[src/rtl/sr04_meas_sequencer.sv]
// sr04_meas_sequencer: periodic start pulses, echo completion detect, clamped moving average,
// double-dabble BCD conversion with one-cycle result strobe.
module sr04_meas_sequencer #(
   parameter int unsigned CLK_HZ     = 100_000_000,
   parameter int unsigned PERIOD_MS  = 100,
   parameter int unsigned TIMEOUT_MS = 30,
   parameter int unsigned AVG_LOG2   = 2,
   parameter int unsigned MAX_CM     = 400
) (
   input  logic        clk,
   input  logic        rst,
   input  logic        enable,
   input  logic        echo,
   input  logic [23:0] distance,
   output logic        start,
   output logic [8:0]  dist_cm,
   output logic [11:0] dist_bcd,
   output logic        dist_valid,
   output logic        timeout,
   output logic        busy
);
   localparam int unsigned PERIOD_CYC  = CLK_HZ / 1000 * PERIOD_MS;
   localparam int unsigned TIMEOUT_CYC = CLK_HZ / 1000 * TIMEOUT_MS;
   localparam int PW = $clog2(PERIOD_CYC);
   localparam int TW = $clog2(TIMEOUT_CYC);
   localparam int CW = (TW > 4) ? TW : 4;
   localparam int N  = 1 << AVG_LOG2;
   localparam int SW = 9 + AVG_LOG2;

   typedef enum logic [2:0] {IDLE, WAIT_RISE, WAIT_FALL, SETTLE, SAMPLE, BCD, OUT} state_t;

   state_t        state_q, state_d;
   logic [2:0]    echo_q;
   logic          rise_q, fall_q;
   logic [PW-1:0] per_q;
   logic          tick;
   logic [CW-1:0] cnt_q, cnt_d;
   logic          first_q, first_d;
   logic [SW-1:0] sum_q, sum_d, new_sum;
   logic [AVG_LOG2-1:0] wp_q, wp_d;
   logic [8:0]    win_q [N];
   logic [8:0]    win_d [N];
   logic [8:0]    avg_q, avg_d, samp;
   logic [20:0]   dd_q, dd_d, adj;
   logic          start_q, start_d, timeout_q, timeout_d, valid_q, valid_d;
   logic [8:0]    dist_cm_q, dist_cm_d;
   logic [11:0]   dist_bcd_q, dist_bcd_d;

   assign tick       = enable && (per_q == PW'(PERIOD_CYC - 1));
   assign start      = start_q;
   assign timeout    = timeout_q;
   assign dist_valid = valid_q;
   assign dist_cm    = dist_cm_q;
   assign dist_bcd   = dist_bcd_q;
   assign busy       = state_q != IDLE;

   always_comb begin
      samp    = (distance > 24'(MAX_CM)) ? 9'(MAX_CM) : distance[8:0];
      new_sum = first_q ? SW'(samp) << AVG_LOG2 : sum_q + SW'(samp) - SW'(win_q[wp_q]);
      adj     = dd_q;
      for (int k = 0; k < 3; k++)
         adj[9+4*k +: 4] = (dd_q[9+4*k +: 4] >= 4'd5) ? dd_q[9+4*k +: 4] + 4'd3 : dd_q[9+4*k +: 4];
   end

   always_comb begin
      state_d    = state_q;
      cnt_d      = cnt_q;
      first_d    = first_q;
      sum_d      = sum_q;
      wp_d       = wp_q;
      win_d      = win_q;
      avg_d      = avg_q;
      dd_d       = dd_q;
      start_d    = 1'b0;
      timeout_d  = 1'b0;
      valid_d    = 1'b0;
      dist_cm_d  = dist_cm_q;
      dist_bcd_d = dist_bcd_q;
      case (state_q)
         IDLE: if (tick) begin
            start_d = 1'b1;
            cnt_d   = '0;
            state_d = WAIT_RISE;
         end
         WAIT_RISE, WAIT_FALL: begin
            cnt_d = cnt_q + 1'b1;
            // timeout has priority over an edge arriving on the same cycle
            if (cnt_q == CW'(TIMEOUT_CYC - 1)) begin
               timeout_d = 1'b1;
               state_d   = IDLE;
            end else if (state_q == WAIT_RISE && rise_q) begin
               state_d = WAIT_FALL;
            end else if (state_q == WAIT_FALL && fall_q) begin
               cnt_d   = '0;
               state_d = SETTLE;
            end
         end
         SETTLE: begin
            cnt_d   = (cnt_q == CW'(3)) ? '0 : cnt_q + 1'b1;
            state_d = (cnt_q == CW'(3)) ? SAMPLE : SETTLE;
         end
         SAMPLE: begin
            for (int i = 0; i < N; i++)
               if (first_q || AVG_LOG2'(i) == wp_q) win_d[i] = samp;
            wp_d    = first_q ? '0 : wp_q + 1'b1;
            first_d = 1'b0;
            sum_d   = new_sum;
            avg_d   = 9'(new_sum >> AVG_LOG2);
            dd_d    = {12'd0, 9'(new_sum >> AVG_LOG2)};
            cnt_d   = '0;
            state_d = BCD;
         end
         BCD: begin
            dd_d  = {adj[19:0], 1'b0};
            cnt_d = cnt_q + 1'b1;
            if (cnt_q == CW'(8)) begin
               cnt_d      = '0;
               valid_d    = 1'b1;
               dist_cm_d  = avg_q;
               dist_bcd_d = adj[19:8];
               state_d    = OUT;
            end
         end
         OUT:     state_d = IDLE;
         default: state_d = IDLE;
      endcase
   end

   always_ff @(posedge clk or negedge rst) begin
      if (!rst) begin
         state_q    <= IDLE;
         echo_q     <= '0;
         rise_q     <= 1'b0;
         fall_q     <= 1'b0;
         per_q      <= '0;
         cnt_q      <= '0;
         first_q    <= 1'b1;
         sum_q      <= '0;
         wp_q       <= '0;
         win_q      <= '{default: '0};
         avg_q      <= '0;
         dd_q       <= '0;
         start_q    <= 1'b0;
         timeout_q  <= 1'b0;
         valid_q    <= 1'b0;
         dist_cm_q  <= '0;
         dist_bcd_q <= '0;
      end else begin
         state_q    <= state_d;
         echo_q     <= {echo_q[1:0], echo};
         rise_q     <= echo_q[1] & ~echo_q[2];
         fall_q     <= ~echo_q[1] & echo_q[2];
         per_q      <= (!enable || per_q == PW'(PERIOD_CYC - 1)) ? '0 : per_q + 1'b1;
         cnt_q      <= cnt_d;
         first_q    <= first_d;
         sum_q      <= sum_d;
         wp_q       <= wp_d;
         win_q      <= win_d;
         avg_q      <= avg_d;
         dd_q       <= dd_d;
         start_q    <= start_d;
         timeout_q  <= timeout_d;
         valid_q    <= valid_d;
         dist_cm_q  <= dist_cm_d;
         dist_bcd_q <= dist_bcd_d;
      end
   end
endmodule

[config.mk]
export PLATFORM = sky130hd
export DESIGN_NAME = sr04_meas_sequencer
export DESIGN_NICKNAME = d
export VERILOG_FILES = /design/src/rtl/sr04_meas_sequencer.sv
export SDC_FILE = /design/constraint.sdc
export NUM_CORES = 1
export LEC_CHECK = 0
export BUFFER_PORTS_ARGS = -buffer_cell sky130_fd_sc_hd__buf_2
export CAP_MARGIN = 15
export CORE_MARGIN = 2
export CORE_UTILIZATION = 45
export DETAILED_ROUTE_END_ITERATION = 6
export GPL_TIMING_DRIVEN = 0
export PLACE_DENSITY_LB_ADDON = 0.15
export SYNTH_ARGS = -nofsm -noshare
export SYNTH_HDL_FRONTEND = slang
export SYNTH_SLANG_ARGS = --single-unit
[constraint.sdc]
create_clock -name clk -period 11.1 [get_ports clk]
set_clock_uncertainty 0.15 [all_clocks]
set_input_delay 2.22 -clock clk [delete_from_list [all_inputs] [get_ports clk]]
set_output_delay 2.22 -clock clk [all_outputs]
set_load 0.05 [all_outputs]
==> results of run 1 <==
-- logic make-up after synthesis --
logic type	Yosys count	synth area share (%)
AO/OA/AOI/OAI	188	14.4
XOR/XNOR	36	4.06
adder cells (fa/ha/maj)	33	6.19
buffers and inverters	79	4.03
flip-flops	149	48.0
multiplexers	15	3.47
AND/OR/NAND/NOR	312	19.8
-- cell usage after synthesis (12+ instances only) --
master | count | share of area, %
nor4_1 | 13 | 1.0
nor3_1 | 21 | 1.4
a21oi_1 | 23 | 1.5
dfrtp_1 | 148 | 48
a21o_1 | 13 | 1.3
nand4_1 | 15 | 1.2
inv_1 | 46 | 2.2
nor2_1 | 57 | 2.8
o21ai_0 | 70 | 4.5
nand3_1 | 25 | 1.6
clkbuf_1 | 26 | 1.3
o21ai_1 | 38 | 2.5
nand2_1 | 110 | 5.3
xnor2_1 | 13 | 1.5
xor2_1 | 23 | 2.6
ha_1 | 24 | 3.9
and3_1 | 12 | 0.97
-- report_power, final --
| part | leakage (nW) | switching, mW | internal, mW |
|---|---|---|---|
| Clock | 0.273 | 0.233 | 0.327 |
| Combinational | 2.09 | 0.0150 | 0.00621 |
| Sequential | 1.72 | 0.00160 | 0.545 |
-- area by class of cell --
class                   count  area [um^2]  share of cell area, %
flip-flops and latches    149         3730                   41.9
clock inverters            10         97.6                   1.10
well taps                 225          282                   3.16
multi-input cells         584         3720                   41.7
inverters                  46          173                   1.94
plain buffers              33          140                   1.57
clock buffers              22          474                   5.32
repair buffers             53          294                   3.30
-- path summary, 6_finish.rpt --
| kind | from | end | slack [ps] | cells past startpoint |
|---|---|---|---|---|
| min in group asynchronous | rst | cnt_q[12]$_DFFE_PN0P_ | 1630 | 1 |
| worst max register to register | wp_q[0]$_DFFE_PN0P_ | sum_q[8]$_DFFE_PN0P_ | 7040 | 11 |
| max in group asynchronous | rst | win_q[26]$_DFFE_PN0P_ | 8340 | 2 |
| worst min register to register | echo_q[0]$_DFF_PN0_ | echo_q[1]$_DFF_PN0_ | 250 | 0 |
| worst max-delay path | distance[1] | sum_q[8]$_DFFE_PN0P_ | 4810 | 14 |
| worst min-delay path | echo_q[0]$_DFF_PN0_ | echo_q[1]$_DFF_PN0_ | 250 | 0 |
-- critical path, cell delays in order --
cell,delay (ps)
buf_2,130
o41ai_1,570
nand2_1,100
a31oi_1,710
nand2_1,340
fa_1,580
inv_1,60
fa_1,470
a211oi_1,350
o21ai_0,210
a31oi_1,230
xor2_1,80
mux2_2,280
o21ai_0,140
-- registers in the layout, indices dropped and copies added (netlist names) --
| register | flops |
|---|---|
| dd_q | 21 |
| wp_q | 2 |
| first_q | 1 |
| start | 1 |
| state_q | 3 |
| dist_valid | 1 |
| per_q | 24 |
| dist_bcd | 12 |
| timeout | 1 |
| cnt_q | 22 |
| sum_q | 11 |
| win_q | 36 |
| rise_q | 1 |
| dist_cm | 9 |
| echo_q | 3 |
| fall_q | 1 |
-- through the flow --
step / total power, mW / hold WS [ps]
after floorplan: 0.559 / 181
after global placement: 0.577 / 223
after detailed placement: 0.579 / 227
after CTS: 1.14 / 246
after global routing: 1.17 / 253
final: 1.13 / 245
-- metal layers --
metal / wire length (um) / vias up / global-route usage (%)
met5: 0 / - / 0
met4: 264 / 0 / 6.31
met3: 712 / 18 / 4.41
met2: 7940 / 128 / 30.7
met1: 8590 / 2959 / 29.8
li1: - / 2995 / -
==> impl_metrics.env, run 1 <==
export IMPL_finalWorstSetupSlack_ps=4810
export IMPL_drcViolationCount=0
export IMPL_coreArea_mm2=0.0171
export IMPL_start_util_pct=45.5
export IMPL_maxCapViolCount=0
export IMPL_layout_common_cells="dfrtp_1 (148), nand2_1 (110), o21ai_0 (70)"
export IMPL_synth_edf_count=0
export IMPL_synth_seq_area_share_pct=48.0
export IMPL_path_max_fanout=9
export IMPL_fin_area_mm2=0.00891
export IMPL_relSlewSlack_pct=40.1
export IMPL_nets=945
export IMPL_rsz0062_at_grt="false"
export IMPL_netlist_area_mm2=0.00776
export IMPL_area_growth_pct=14.8
export IMPL_arrival_ps=6480
export IMPL_synthCells=812
export IMPL_criticalPathCategory="input port to flip-flop"
export IMPL_dp_cells=1090
export IMPL_yosys_warnings=0
export IMPL_cts_tree="done"
export IMPL_row_count=48
export IMPL_vias=6100
export IMPL_fp_dieW_um=135
export IMPL_p_per_area_mw_per_mm2=127
export IMPL_end_kind="flip-flop"
export IMPL_grt_util_all_layers_pct=20.4
export IMPL_synth_avg_cell_area_um2=9.56
export IMPL_power_leakage_nw=4.08
export IMPL_globalplace_congestion=0.848
export IMPL_post_dp_cell_area_mm2=0.00834
export IMPL_fillers=1608
export IMPL_dp_slack_ps=4280
export IMPL_synth_cell_types=63
export IMPL_clock_path_buffers=2
export IMPL_worstMarginPinSlew_ps=894
export IMPL_diodes=0
export IMPL_io_buffers=52
export IMPL_synth_seq_cells=149
export IMPL_hold_viol_final=0
export IMPL_initialDrtViolationCount=368
export IMPL_cts_setup_buffers=0
export IMPL_viasPerCell=5.44
export IMPL_wire_per_inst_um=15.6
export IMPL_cts_root_buf="clkbuf_16"
export IMPL_clk_pin_slew_ps=60
export IMPL_ctsHoldBuffers=0
export IMPL_dieArea_mm2=0.0183
export IMPL_drt_pass1_iter_count=4
export IMPL_setup_tns_ps=0
export IMPL_outcome="finished clean"
export IMPL_hp_class="flip-flop to flip-flop"
export IMPL_clkSinkCount=149
export IMPL_clock_latency_ps=430
export IMPL_critPathLaunchType="input port"
export IMPL_ctsResizeCount=0
export IMPL_antenna_left=0
export IMPL_mostFrequentLayoutCell="dfrtp_1"
export IMPL_fin_crit_sh_pct=56.6
export IMPL_layout_min_cycle_time_ps=6290
export IMPL_chipHeight_um=135
export IMPL_first_global_vias=5717
export IMPL_h_tree_depth=4
export IMPL_synth_fp_nets=873
export IMPL_numCtsBuffers=17
export IMPL_gr_total_overflow=0
export IMPL_drive_above_1_share_pct=12.9
export IMPL_place_hpwl_um=12400
export IMPL_crit_required_ps=11300
export IMPL_final_cells=1122
export IMPL_grt_max_degree=85
export IMPL_wl_um=17500
export IMPL_ys_async_sr_fraction_pct=100
export IMPL_peakVddDrop_v=0.000105
export IMPL_antenna_found_initial=0
export IMPL_post_route_util_pct=52.2
export IMPL_setup_violations=0
export IMPL_slew_viol_final=0
export IMPL_grt_pass1_wl_um=29300
export IMPL_timing_fmax_mhz=159
export IMPL_io_pins=53
export IMPL_yosys_most_used_dff="dfrtp_1"
(Power assumes the default switching activity.)
==> run 2, diff against run 1 <==
--- a/config.mk
+++ b/config.mk
@@ -5,6 +5,7 @@
 export SDC_FILE = /design/constraint.sdc
 export NUM_CORES = 1
 export LEC_CHECK = 0
+export ABC_AREA = 1
 export BUFFER_PORTS_ARGS = -buffer_cell sky130_fd_sc_hd__buf_2
 export CAP_MARGIN = 15
 export CORE_MARGIN = 2
==> constraint.sdc (replaced) <==
create_clock -name clk -period 5.8 [get_ports clk]
set_clock_uncertainty 0.15 [all_clocks]
set_input_delay 1.16 -clock clk [delete_from_list [all_inputs] [get_ports clk]]
set_output_delay 1.16 -clock clk [all_outputs]
set_load 0.05 [all_outputs]
==> run 2 against run 1 <==
Design area up 12%. Cell count up 37%. Register-to-register slack worse by 4800 ps. Clock power is 96% higher. First-iteration DRC count grew 46%. Combinational power rose by 110%. Synthesized cell count increased by 46%.
==> impl_metrics.env, run 2 <==
export IMPL_critPathSlowestCell="fa_1"
export IMPL_netlist_area_mm2=0.00878
export IMPL_antenna_found_initial=0
export IMPL_drcViolationCount=0
export IMPL_yosysMostFrequentCell="nand2_1"
export IMPL_setup_violations=0
export IMPL_intPower_mw=1.67
export IMPL_synth_area_leaders="dfrtp_1 (42%), nand2_1 (14%), inv_1 (6.2%)"
export IMPL_clock_latency_ps=430
export IMPL_end_kind="flip-flop"
export IMPL_grt_pass1_wl_um=37400
export IMPL_clkSinkCount=149
export IMPL_cp_common_cell="nand2_1"
export IMPL_cts_root_buf="clkbuf_16"
export IMPL_fillers=1953
export IMPL_synth_cell_types=38
export IMPL_initialDrtViolationCount=536
export IMPL_cts_setup_buffers=0
export IMPL_combPwrFrac_pct=2.0
export IMPL_synth_fp_nets=1245
export IMPL_worstMarginPinSlew_ps=738
export IMPL_largest_register_ffs=36
export IMPL_diodes=0
export IMPL_clkPwrFrac_pct=50.2
export IMPL_chipHeight_um=144
export IMPL_area_growth_pct=13.7
export IMPL_grt_util_all_layers_pct=23.1
export IMPL_synth_area_leader_cell="dfrtp_1"
export IMPL_synth_seq_area_share_pct=42.5
export IMPL_hp_start="echo_q[0]$_DFF_PN0_"
export IMPL_drt_pass1_iter_count=5
export IMPL_hold_viol_final=0
export IMPL_synth_top_cell_area_share_pct=42.2
export IMPL_h_tree_depth=4
export IMPL_wire_per_inst_um=14.6
export IMPL_fp_dieW_um=144
export IMPL_criticalPathCategory="input port to flip-flop"
export IMPL_mostFrequentLayoutCell="nand2_1"
export IMPL_ctsResizeCount=0
export IMPL_setup_tns_ps=0
export IMPL_power_total_mw=2.19
export IMPL_multi_input_area_mm2=0.00429
export IMPL_nets=1317
export IMPL_numCtsBuffers=17
export IMPL_synth_edf_count=0
export IMPL_crit_start="distance[15]"
export IMPL_wl_um=22400
export IMPL_worstRegToRegCells=14
export IMPL_coreArea_mm2=0.0193
export IMPL_crit_required_ps=5950
export IMPL_relSlewSlack_pct=50.8
export IMPL_pwr_share_seq_pct=47.8
export IMPL_synth_seq_cells=149
export IMPL_slew_viol_final=0
export IMPL_reg_top3="win_q x36, per_q x24, cnt_q x22"
export IMPL_io_pins=53
export IMPL_r2r_start="wp_q[1]$_DFFE_PN0P_"
export IMPL_whs_ps=218
export IMPL_globalplace_congestion=0.943
export IMPL_fin_crit_sh_pct=65.4
export IMPL_power_leakage_nw=5.10
export IMPL_ctsHoldBuffers=0
export IMPL_rsz0062_at_grt="false"
export IMPL_timing_fmax_mhz=263
export IMPL_start_util_pct=45.5
export IMPL_synth_avg_cell_area_um2=7.41
export IMPL_switchingPower_uw=517
export IMPL_io_buffers=52
export IMPL_dp_cells=1502
export IMPL_drive_above_1_share_pct=11.7
export IMPL_clk_pin_slew_ps=60
export IMPL_grt_max_degree=79
export IMPL_final_cells=1534
export IMPL_clock_path_buffers=2
export IMPL_gr_total_overflow=0
export IMPL_arrival_ps=3950
export IMPL_maxCapViolCount=0
export IMPL_ys_async_sr_fraction_pct=100
export IMPL_peakVddDrop_v=0.000181
export IMPL_place_hpwl_um=16400
export IMPL_layout_common_cells="nand2_1 (320), dfrtp_1 (148), inv_1 (144)"
export IMPL_cts_tree="done"
export IMPL_dieArea_mm2=0.0206
export IMPL_finalWorstSetupSlack_ps=2000
export IMPL_viasPerCell=5.09
export IMPL_dp_slack_ps=1570
export IMPL_seqCellArea_mm2=0.00373
export IMPL_yosys_warnings=0
export IMPL_swShare_pct=23.6
export IMPL_antenna_left=0
export IMPL_path_max_fanout=7
export IMPL_critPathLaunchType="input port"
export IMPL_yosys_most_used_dff="dfrtp_1"
export IMPL_hp_class="flip-flop to flip-flop"
export IMPL_p_per_area_mw_per_mm2=219
export IMPL_cp_slowest_stage_delay_ps=560
export IMPL_holdPathStages=0
export IMPL_first_global_vias=7365
export IMPL_crit_chain="buf_2 > inv_1 > nand2_1 > nor2_1 > nand2_1 > nor2_1 > nand2_1 > nor2_1 > inv_1 > fa_1 > inv_1 > ha_1 > a21oi_1 > nand2_1 > nand2_1 > a21o_1 > nand3_1 > nand3_1 > nand2_1"
export IMPL_outcome="finished clean"
export IMPL_layout_min_cycle_time_ps=3800
export IMPL_vias=7802
export IMPL_synthTopCellsByCount="nand2_1 (320), dfrtp_1 (148), inv_1 (144)"
export IMPL_row_count=51
export IMPL_max_flop_register="win_q"
export IMPL_synthCells=1184
[run 2: cell types whose count changed in the layout (fill, tap and decap cells not counted), sizes merged, moves of 12 or more]
cell / change
o22ai: +24
inv: +110
clkbuf: -23
buf: +20
nor2: +91
nand3: +67
and3: -12
nor4: -14
nand2: +216
[run 2: kinds of logic after synthesis]
group	count (synthesis)	share of synthesized area [%]
flip-flops	149	42.5
buffers and inverters	185	8.64
XOR/XNOR	21	2.10
AND/OR/NAND/NOR	618	29.9
AO/OA/AOI/OAI	178	11.4
adder cells (fa/ha/maj)	33	5.47
[run 2: area by class of cell]
cell class                 instances  area share, %
inverter                         151           5.70
clock inverter                    14           1.38
clock buffer                      18           4.40
timing repair buffer              53           2.95
tap                              265           3.32
multi-input combinational        850           43.0
buffer                            34           1.89
sequential                       149           37.4
[run 2: worst max-delay path: cells and delay by family]
family | cells | cell delay, ps
adder cells (fa/ha/maj) | 2 | 910
AND/OR/NAND/NOR | 11 | 1240
buffers and inverters | 4 | 340
AO/OA/AOI/OAI | 2 | 290
[run 2: final timing paths]
kind                       slack (ps)                       to
hold / removal                    220      echo_q[1]$_DFF_PN0_
min in group asynchronous         630      per_q[12]$_DFF_PN0_
setup / recovery                 2000     sum_q[5]$_DFFE_PN0P_
hold reg to reg                   220      echo_q[1]$_DFF_PN0_
setup reg to reg                 2290     sum_q[5]$_DFFE_PN0P_
max in group asynchronous        4050  dist_bcd[0]$_DFFE_PN0P_
[run 2: routing by layer]
metal	GRT usage (%)	part of all wire (%)
met1	31.9	47
met2	37.1	47
met3	4.17	3.9
met4	6.91	2.0
met5	0	0
[run 2: power groups by stage]
stage	clock network [mW]	registers [mW]	logic (mW)
2_1_floorplan	0	1.06	0.0101
3_3_place_gp	0	1.06	0.0434
3_5_place_dp	0	1.06	0.0467
4_1_cts	1.12	1.04	0.0468
5_1_grt	1.16	1.05	0.0530
6_report	1.10	1.04	0.0443
[run 2: stage by stage]
step | cell area [um^2] | util [%]
2_1_floorplan | 8780 | -
3_3_place_gp | 9370 | 48.6
3_5_place_dp | 9400 | 48.8
4_1_cts | 9980 | 51.8
5_1_grt | 9980 | 51.8
6_report | 9980 | 51.8
==> run 3, diff against run 2 <==
==> constraint.sdc (replaced) <==
create_clock -name clk -period 3.6 [get_ports clk]
set_clock_uncertainty 0.15 [all_clocks]
set_input_delay 0.72 -clock clk [delete_from_list [all_inputs] [get_ports clk]]
set_output_delay 0.72 -clock clk [all_outputs]
set_load 0.05 [all_outputs]
==> run 3 against run 2 <==
Combinational power grew 61%. Routed wire length decreased by 0.27%. Worst setup slack got worse by 1700 ps. Largest power group unchanged. Non-clock buffer count shrank 1. Register-to-register slack lost 2000 ps. Clock power is 61% higher. Critical path depth unchanged. Via count increased by 0.53%. Hold slack worse by 25 ps. Critical path type unchanged. Global-route usage is the same.
==> impl_metrics.env, run 3 (synthesis results as in run 2) <==
export IMPL_outcome="finished clean"
export IMPL_nets=1316
export IMPL_drt_pass1_iter_count=4
export IMPL_mostFrequentLayoutCell="nand2_1"
export IMPL_arrival_ps=3500
export IMPL_row_count=51
export IMPL_io_pins=53
export IMPL_vias=7843
export IMPL_wire_per_inst_um=14.6
export IMPL_crit_chain="buf_2 > inv_1 > nand2_1 > nor2_1 > nand2_1 > nor2_1 > nand2_1 > nor2_1 > inv_1 > fa_1 > inv_1 > ha_1 > a21oi_1 > nand2_1 > nand2_1 > a21o_1 > nand3_1 > nand3_1 > nand2_1"
export IMPL_cp_slowest_stage_delay_ps=560
export IMPL_viasPerCell=5.12
export IMPL_hp_class="input port to async pin"
export IMPL_crit_required_ps=3750
export IMPL_fin_crit_sh_pct=92.8
export IMPL_clock_latency_ps=430
export IMPL_cpLargestDelayFamily="simple AND/OR/NAND/NOR gates"
export IMPL_globalplace_congestion=0.943
export IMPL_ctsHoldBuffers=0
export IMPL_criticalPathCategory="input port to flip-flop"
export IMPL_combPwrFrac_pct=2.0
export IMPL_dieArea_mm2=0.0206
export IMPL_grt_util_all_layers_pct=23.1
export IMPL_dp_cells=1502
export IMPL_grt_pass1_wl_um=37400
export IMPL_clkSinkCount=149
export IMPL_coreArea_mm2=0.0193
export IMPL_antenna_found_initial=0
export IMPL_diodes=0
export IMPL_clkPwrFrac_pct=50.2
export IMPL_power_leakage_nw=5.11
export IMPL_path_buf_inv=4
export IMPL_initialDrtViolationCount=587
export IMPL_swShare_pct=23.7
export IMPL_slew_viol_final=0
export IMPL_switchingPower_uw=835
export IMPL_gr_total_overflow=0
export IMPL_drcViolationCount=0
export IMPL_finalWorstSetupSlack_ps=259
export IMPL_grt_max_degree=79
export IMPL_final_cells=1533
export IMPL_end_kind="flip-flop"
export IMPL_start_util_pct=45.5
export IMPL_peakVddDrop_v=0.000292
export IMPL_worstMarginPinSlew_ps=739
export IMPL_pwr_share_seq_pct=47.8
export IMPL_layout_common_cells="nand2_1 (319), dfrtp_1 (148), inv_1 (144)"
export IMPL_cts_root_buf="clkbuf_16"
export IMPL_cts_tree="done"
export IMPL_clock_path_buffers=2
export IMPL_io_buffers=52
export IMPL_critPathLaunchType="input port"
export IMPL_intPower_mw=2.69
export IMPL_critPathSlowestCell="fa_1"
export IMPL_dp_slack_ps=-193
export IMPL_rsz0062_at_grt="true"
export IMPL_antenna_left=0
export IMPL_timing_fmax_mhz=299
export IMPL_fp_dieW_um=144
export IMPL_path_max_fanout=7
export IMPL_numCtsBuffers=17
export IMPL_p_per_area_mw_per_mm2=353
export IMPL_place_hpwl_um=16400
export IMPL_first_global_vias=7365
export IMPL_maxCapViolCount=0
export IMPL_drive_above_1_share_pct=11.9
export IMPL_hold_viol_final=0
export IMPL_layout_min_cycle_time_ps=3340
export IMPL_area_growth_pct=13.7
export IMPL_cp_common_cell="nand2_1"
export IMPL_power_total_mw=3.52
export IMPL_setup_violations=0
export IMPL_wl_um=22300
export IMPL_largest_register_ffs=36
export IMPL_chipHeight_um=144
export IMPL_h_tree_depth=4
export IMPL_clk_pin_slew_ps=60
export IMPL_reg_top3="win_q x36, per_q x24, cnt_q x22"
export IMPL_relSlewSlack_pct=50.8
export IMPL_max_flop_register="win_q"
run 3: final cells by class:
type                    instances  area (um^2)
plain buffers                  33          186
clock buffers                  18          439
clock inverters                14          138
fillers                      1956         9290
inverters                     151          569
multi-input cells             850         4290
flip-flops and latches        149         3730
well taps                     265          332
repair buffers                 53          294
run 3: final timing paths:
kind,slack (ps),cells past startpoint,end,from
max,260,19,sum_q[5]$_DFFE_PN0P_,distance[15]
min,190,1,per_q[12]$_DFF_PN0_,rst
max reg2reg,260,13,sum_q[5]$_DFFE_PN0P_,wp_q[1]$_DFFE_PN0P_
min reg2reg,220,0,echo_q[1]$_DFF_PN0_,echo_q[0]$_DFF_PN0_
max in group asynchronous,2290,2,dist_bcd[0]$_DFFE_PN0P_,rst
min in group clk,220,0,echo_q[1]$_DFF_PN0_,echo_q[0]$_DFF_PN0_
run 3: stage by stage:
stage / hold slack [ps] / utilization (%) / TNS [ps] / cell area, um^2
after floorplan: 181 / - / 0 / 8780
after global placement: 237 / 48.6 / -99480 / 9370
after detailed placement: 216 / 48.8 / -2030 / 9400
after CTS: 213 / 51.8 / 0 / 9980
after global routing: 230 / 51.8 / -0.874 / 9980
final: 193 / 51.8 / 0 / 9980
run 3: layer usage:
layer | vias to the layer above | GRT usage (%) | wire (um)
met4 | 0 | 6.91 | 442
met2 | 182 | 37.1 | 10500
met3 | 34 | 4.17 | 943
li1 | 3953 | - | -
met5 | - | 0 | 0
met1 | 3674 | 31.9 | 10400
run 3: power groups by stage:
stage          registers (mW)  clock network (mW)  logic (mW)
6_report                 1.68                1.77      0.0715
5_1_grt                  1.68                1.87      0.0855
4_1_cts                  1.68                1.80      0.0754
3_5_place_dp             1.72                   0      0.0752
3_3_place_gp             1.72                   0      0.0700
2_1_floorplan            1.71                   0      0.0163
run 3: worst register-to-register path, cell delays in order (launching register included):
cell	delay, ps
dfrtp_1	540
inv_1	380
o21ai_0	170
o22ai_1	250
fa_1	500
inv_1	90
ha_1	280
a21oi_1	180
nand2_1	130
nand2_1	90
a21o_1	110
nand3_1	80
nand3_1	200
nand2_1	70
run 3: what timing repair did:
action,4_1_cts,5_1_grt
gates resized for setup,0,3
setup endpoints to repair,0,12
buffers inserted,0,0
